File: src/rtl/fetch_pkg.sv
// Shared types and constants for the fetch sequencer.
package fetch_pkg;

  localparam int unsigned ADDR_W   = 32;
  localparam int unsigned IM_IDX_W = 12;
  localparam int unsigned EXC_W    = 5;

  typedef enum logic {
    SEQ  = 1'b0,
    PEND = 1'b1
  } fetch_state_e;

  localparam logic [EXC_W-1:0]  EXC_ADEL       = 5'd4;
  localparam logic [ADDR_W-1:0] PC_RESET_DEF   = 32'h0000_3000;
  localparam logic [ADDR_W-1:0] EXC_ENTRY_DEF  = 32'h0000_4180;
  localparam logic [ADDR_W-1:0] IM_BASE_DEF    = 32'h0000_3000;
  localparam logic [ADDR_W-1:0] IM_LIMIT_DEF   = 32'h0000_6ffc;

endpackage

File: src/rtl/fetch_addr_check.sv
// Fetch address legality: misaligned or outside the instruction memory window.
module fetch_addr_check
  import fetch_pkg::*;
#(
  parameter logic [ADDR_W-1:0] IM_BASE  = IM_BASE_DEF,
  parameter logic [ADDR_W-1:0] IM_LIMIT = IM_LIMIT_DEF
) (
  input  logic [ADDR_W-1:0] pc,
  output logic              f_adel,
  output logic [EXC_W-1:0]  f_exccode
);

  always_comb begin
    f_adel    = (pc[1:0] != 2'b00) || (pc < IM_BASE) || (pc > IM_LIMIT);
    f_exccode = f_adel ? EXC_ADEL : EXC_W'(0);
  end

endmodule

File: src/rtl/fetch_sequencer.sv
// Fetch-stage PC owner: next-PC selection, delay-slot handling across
// instruction-memory waits, and IF/ID register controls.
module fetch_sequencer
  import fetch_pkg::*;
#(
  parameter logic [ADDR_W-1:0] PC_RESET  = PC_RESET_DEF,
  parameter logic [ADDR_W-1:0] EXC_ENTRY = EXC_ENTRY_DEF,
  parameter logic [ADDR_W-1:0] IM_BASE   = IM_BASE_DEF,
  parameter logic [ADDR_W-1:0] IM_LIMIT  = IM_LIMIT_DEF
) (
  input  logic                clk,
  input  logic                reset,
  input  logic                stall,
  input  logic                im_wait,
  input  logic                d_is_jb,
  input  logic                redirect,
  input  logic [ADDR_W-1:0]   redirect_target,
  input  logic                exc_req,
  input  logic                eret_req,
  input  logic [ADDR_W-1:0]   epc,
  output logic [ADDR_W-1:0]   pc,
  output logic [ADDR_W-1:0]   pc4,
  output logic [IM_IDX_W-1:0] im_addr,
  output logic                f_adel,
  output logic [EXC_W-1:0]    f_exccode,
  output logic                f_bd,
  output logic                fd_en,
  output logic                fd_bubble,
  output logic                fd_flush
);

  fetch_state_e      state, nxt_state;
  logic [ADDR_W-1:0] pend_target, nxt_pend;
  logic [ADDR_W-1:0] nxt_pc;

  assign pc4     = pc + ADDR_W'(4);
  assign im_addr = IM_IDX_W'((pc - IM_BASE) >> 2);
  assign f_bd    = d_is_jb || (state == PEND);

  fetch_addr_check #(
    .IM_BASE  (IM_BASE),
    .IM_LIMIT (IM_LIMIT)
  ) u_addr_check (
    .pc        (pc),
    .f_adel    (f_adel),
    .f_exccode (f_exccode)
  );

  always_ff @(posedge clk or posedge reset) begin
    if (reset) begin
      pc          <= PC_RESET;
      state       <= SEQ;
      pend_target <= '0;
    end else begin
      pc          <= nxt_pc;
      state       <= nxt_state;
      pend_target <= nxt_pend;
    end
  end

  // A redirect seen while the delay slot is still waiting on memory is parked
  // in pend_target and applied once that slot fetch completes.
  always_comb begin
    nxt_pc    = pc;
    nxt_state = state;
    nxt_pend  = pend_target;
    fd_en     = !stall;
    fd_bubble = 1'b0;
    fd_flush  = 1'b0;

    if (exc_req) begin
      nxt_pc    = EXC_ENTRY;
      nxt_state = SEQ;
      fd_flush  = 1'b1;
    end else if (eret_req) begin
      nxt_pc    = epc;
      nxt_state = SEQ;
      fd_flush  = 1'b1;
    end else if (stall) begin
      nxt_pc    = pc;
    end else if (im_wait) begin
      fd_bubble = 1'b1;
      if ((state == SEQ) && redirect) begin
        nxt_pend  = redirect_target;
        nxt_state = PEND;
      end
    end else begin
      nxt_state = SEQ;
      if (state == PEND) begin
        nxt_pc = pend_target;
      end else if (redirect) begin
        nxt_pc = redirect_target;
      end else begin
        nxt_pc = pc4;
      end
    end
  end

endmodule

File: config.mk
export PLATFORM = sky130hd
export DESIGN_NAME = fetch_sequencer
export DESIGN_NICKNAME = d
export VERILOG_FILES = /design/src/rtl/fetch_pkg.sv /design/src/rtl/fetch_addr_check.sv /design/src/rtl/fetch_sequencer.sv
export SDC_FILE = /design/constraint.sdc
export NUM_CORES = 1
export LEC_CHECK = 0
export BUFFER_PORTS_ARGS = -buffer_cell sky130_fd_sc_hd__buf_2
export CELL_PAD_IN_SITES_DETAIL_PLACEMENT = 1
export CELL_PAD_IN_SITES_GLOBAL_PLACEMENT = 1
export CORE_ASPECT_RATIO = 0.9
export CORE_MARGIN = 2
export CORE_UTILIZATION = 30
export DETAILED_ROUTE_END_ITERATION = 16
export GPL_TIMING_DRIVEN = 0
export PLACE_DENSITY = 0.77
export SLEW_MARGIN = 10
export SYNTH_ARGS = -nofsm -noshare
export SYNTH_HDL_FRONTEND = slang
export SYNTH_SLANG_ARGS = --single-unit
File: constraint.sdc
create_clock -name clk -period 2.15 [get_ports clk]
set_input_delay 0.1075 -clock clk [delete_from_list [all_inputs] [get_ports clk]]
set_output_delay 0.1075 -clock clk [all_outputs]
set_load 0.01 [all_outputs]
Yosys cells after proc, flatten, opt, wreduce, memory -nomap -nowiden

Cells that the tools add are included.

Word-level logic and storage cells: 41
RAM bits: 0
Bits in read-only memories: 0
Output and inout port bits: 86
Bits in latches: 0
Bits in registers: 65
Memories: 0
Input bits: 72

Reductions and logical operators: 9
Magnitude comparators: 2
Multipliers: 0
Equal/unequal tests: 3
$add $sub $neg: 2
Divide/modulo/power cells: 0
Shift-type cells: 0
Bitwise operators: 4
Muxes and demuxes: 18

Operator list:

| operator                                                                          | count |
|---|---|
| 32-bit 2-to-1 mux                                                                 | 6 |
| 32-bit by 3-bit adder with 32-bit output, second input constant                   | 1 |
| 32-bit by 15-bit greater-than comparator with 1-bit output, second input constant | 1 |
| 32-bit by 14-bit < comparator with 1-bit output, second input constant            | 1 |
| 14-bit subtractor, second input constant                                          | 1 |
| 1-bit 2-to-1 mux                                                                  | 11 |
| 3-bit by 1-bit != test with 1-bit output, second input constant                   | 2 |
| 5-bit AND reduction                                                               | 1 |
| 4-bit by 1-bit != test with 1-bit output, second input constant                   | 1 |
| 1-bit inverter                                                                    | 4 |
| 2-bit AND reduction                                                               | 2 |
| 1-bit logical OR                                                                  | 3 |
| 3-bit 2-to-1 mux                                                                  | 1 |
| 2-bit nonzero test                                                                | 1 |
| 1-bit logical AND                                                                 | 1 |
| 1-bit logical NOT                                                                 | 1 |

Depth between registers and ports, before layout

Word-level depth: 7
Gate-level depth with buffers: 7
Mapped depth without buffers: 6

Cells and area by module

From an unflattened synthesis, not the netlist that was laid out.

Cells, all modules: 474
Area total of the unflattened synthesis: 4264.1 µm²

Modules (own cells, without submodules):

| module           | sequential area each (µm²) | area each (µm²) | cells an instance | times used |
|---|---|---|---|---|
| fetch_sequencer  | 1629.1                     | 4167.7          | 459               | 1 |
| fetch_addr_check | 0.0                        | 96.3            | 15                | 1 |

Least setup slack after synthesis

No wires, ideal clock.

Path kind: register -> output
From: register pc[2]
To: output pc4[22]
Buffers on the path: 0
Data arrival time: 1975 ps
Data required time: 2043 ps
Cell stages (with the launch flop): 7
Setup slack: 67 ps
Cells stage by stage: dfrtp_1 ha_1 and4_1 nand3_1 nor4_1 nand3_1 xnor2_1

Cells in the longest elaborated chain, start to end: 1

RTL lines:

| element                                  | RTL line              | text |
|---|---|---|
| start: declaration                       | fetch_sequencer.sv:21 | `output logic [ADDR_W-1:0] pc,` |
| start signal: assignment                 | fetch_sequencer.sv:55 | `pc <= nxt_pc;` |
| 32-bit by 3-bit adder with 32-bit output | fetch_sequencer.sv:36 | `assign pc4 = pc + ADDR_W'(4);` |
| end: declaration                         | fetch_sequencer.sv:22 | `output logic [ADDR_W-1:0] pc4,` |

No other way between the ends.

Final worst setup path

From: register pc[12]
To: output pc4[23]

The elaborated chain is that of the path after synthesis.

==> reports/qor.csv <==
stage;metric;value;unit
clocking;numCtsBuffers;9;
synthesis;avgSynthCellArea;8.77;um2
critical_path;crit_fanout;5;
floorplanning;die_area;15500;um2
critical_path;regToRegSetupSlack;0.02;ns
critical_path;cpPeakStageDelay;0.53;ns
timing;final_hold_viol_count;1;
synthesis;ys_seq_area_share;37.4;%
clocking;clockBufferDepth;2;
timing;fmax;404;MHz
critical_path;critPathKind;reg2out;
power_and_ir_drop;fin_total_pwr;3.94;mW
route;wl_per_cell;22.2;um
timing;min_period_over_period;115;%
critical_path;cp_data_arrival_time;2.37;ns
floorplanning;ioPinCount;158;
timing;min_period;2.48;ns
final_layout;fin_util;45.3;%
global_routing;grt_pass1_wl;29600;um
power_and_ir_drop;cellLeakagePower;3.07;nW
final_layout;fin_cells;900;
synthesis;syn-instance-count;497;
final_layout;fin_area;6390;um2
timing;finalWorstSetupSlack;-0.328;ns
placement;dp_hpwl;14300;um
placement;io_buffers;153;
critical_path;critPathBufInv;2;
route;drc;0;
final_layout;area_growth;46.7;%
placement;place_ws;-0.506;ns
power_and_ir_drop;power_density;616;nW/um2
global_routing;grt_pass1_vias;5159;
final_layout;nets;778;
run_status;failed_checks;hold timing, setup timing;
route;wl;20000;um
synthesis;synth_cell_types;57;
timing;whs;-0.00416;ns
hold_path;hp-class;in2reg;
clocking;ctsHtreeMaxLevel;3;
timing;maxSlewViolCount;0;
critical_path;worstPathCellList;nand4_1 -> or4_4 -> or3_4 -> xnor2_4 -> inv_2 -> buf_6;
placement;dp.cells;847;
power_and_ir_drop;ir_drop;386;uV
clocking;cts.sinks;65;
timing;worst_pin_slew;0.997;ns
flow_run;max_cap_viol_count;0;
timing;max_slew_margin;33.0;%
synthesis;ys_warn_count;0;
clocking;clk_pin_slew;0.06;ns
synthesis;synth-seq-cells;65;
global_routing;grt_max_degree;46;
critical_path;critPathCaptureType;output port;
floorplanning;core_area;14100;um2
synthesis;syn_area;4360;um2
critical_path;crit_path_start_kind;flip-flop;
run_status;outcome;finished, violations left;
route;vias_per_cell;5.50;
synthesis;synth_edf_count;0;
timing;rsz0062_at_grt;yes;
global_routing;antenna_found_initial;0;
floorplanning;initial_core_util;30.9;%
global_routing;groute.usage.overall;25.4;%
critical_path;crit_required;2.04;ns
synthesis;ys.flop_type;dfrtp_1;
synthesis;synthArstFlopShare;100;%
route;drt-initial-drc-count;541;
clocking;cts_tree;built;
route;drt_pass1_iterations;5;
critical_path;path_delay_family;simple AND/OR/NAND/NOR gates;
placement;gp_congestion;0.900;
clocking;clkLatencyLatePin;0.34;ns
final_layout;antennaDiodeCount;0;
placement;dpl_cell_area;5410;um2
route;ant_nets;0;
clocking;cts-root-buf;clkbuf_16;
timing;finClkSkew;0.00661;ns
critical_path;cp_slowest_cell;dfstp_2;
floorplanning;dieHeight;118;um
final_layout;drive_gt1_share;46.8;%
route;dr_total_vias;4949;
floorplanning;die_x;131;um
floorplanning;num_rows;41;
global_routing;gr-total-overflow;0;
timing;finalSetupViolCount;15;
==> report_power, final <==
part,leakage (nW),internal [mW],switching (mW)
clock network,0.128,0.802,0.576
logic,2.14,0.460,0.534
registers,0.802,1.41,0.159
==> final timing paths <==
path	cells after the start	endpoint	from
setup / recovery	6	pc4[23]	pc[12]
hold / removal	3	pc[13]	epc[13]
setup reg to reg	5	pc[23]	pc[12]
hold reg to reg	2	pend_target[8]	pend_target[8]
max in group asynchronous	4	pc[12]	reset
min in group asynchronous	3	pend_target[10]	reset
==> worst reg2reg max path: stages (launching register included) <==
cell	delay, ns
dfstp_2	0.53
nand4_1	0.24
or4_4	0.50
or3_4	0.38
xnor2_4	0.21
o22ai_1	0.11
==> timing repair <==
| action | in CTS | in global routing |
|---|---|---|
| buffers inserted | 29 | 15 |
| pin swaps | 20 | 20 |
| hold buffers | 1 | 0 |
| setup endpoints to repair | 44 | 44 |
| hold endpoints to repair | 19 | 0 |
| gates resized for setup | 54 | 42 |
==> stage by stage <==
stage / hold WS [ns] / TNS, ns
floorplan: 0.222 / 0
global placement: 0.349 / -40.59
detailed placement: 0.101 / -7.78
CTS: 0.000240 / -1.71
global route: 0.00125 / -3.05
finish: -0.00416 / -1.99
==> state kept, by name, indices dropped and copies added (netlist names) <==
| name | cells |
|---|---|
| pc | 32 |
| pend_target | 32 |
| state | 1 |
==> cell families after synthesis <==
family / after synthesis / synth area share [%]
flip-flops: 65 / 37.4
buffers and inverters: 75 / 8.18
other: 1 / 0.0861
AND/OR/NAND/NOR: 154 / 18.3
multiplexers: 33 / 8.44
adder cells (fa/ha/maj): 3 / 0.861
AO/OA/AOI/OAI: 138 / 21.0
XOR/XNOR: 28 / 5.80
==> cell usage after synthesis (all sizes together) (2+ instances only) <==
library cell	instances	area, um2
o2bb2ai	4	35.0
dfstp	2	52.6
nand2	34	128
a32o	4	40.0
buf	25	168
nand4	12	90.1
or3	4	30.0
o211ai	2	15.0
a211oi	7	57.6
clkbuf	31	118
inv	19	71.3
nor3	12	60.1
a31oi	3	18.8
nor2	30	113
mux2	30	338
a21oi	42	210
nand2b	3	18.8
o22ai	8	50.1
and3	12	75.1
a221oi	10	87.6
xor2	9	78.8
ha	3	37.5
a211o	2	17.5
o21ai	29	145
o21a	5	37.5
o32ai	3	26.3
or2	3	18.8
a2111oi	2	17.5
nand3	25	125
a221o	5	50.1
mux2i	3	30.0
dfrtp	63	1580
o31ai	2	15.0
and4	4	35.0
nor4	10	62.6
a2bb2oi	3	26.3
xnor2	19	174
==> area by class of cell <==
cell class / instances / area (um2)
buffer: 52 / 302
clock buffer: 12 / 246
clock inverter: 3 / 17.5
fill: 1678 / 7710
inverter: 19 / 73.8
multi-input combinational: 360 / 2710
sequential: 65 / 1640
tap: 193 / 241
timing repair buffer: 196 / 1160
==> per-layer routing <==
layer / vias up / global-route usage (%) / part of all wire (%)
met1: 2457 / 34.6 / 43
met3: 37 / 4.93 / 7.7
li1: 2214 / - / -
met2: 241 / 39.6 / 46
met5: - / 0 / 0
met4: 0 / 9.84 / 2.5
==> cell usage in the layout, fill, tap and decap left out, types with 10 or more instances in the layout <==
| cell type | n |
|---|---|
| nand3_1 | 18 |
| mux2_2 | 30 |
| xnor2_1 | 10 |
| nor2_1 | 28 |
| dfrtp_1 | 54 |
| buf_2 | 153 |
| buf_4 | 54 |
| inv_1 | 17 |
| clkbuf_1 | 20 |
| nand2_1 | 32 |
| and3_1 | 11 |
| nand4_1 | 11 |
| a21oi_1 | 40 |
| buf_6 | 10 |
| o21ai_0 | 29 |
No activity file was read; power rests on OpenSTA's default activity.
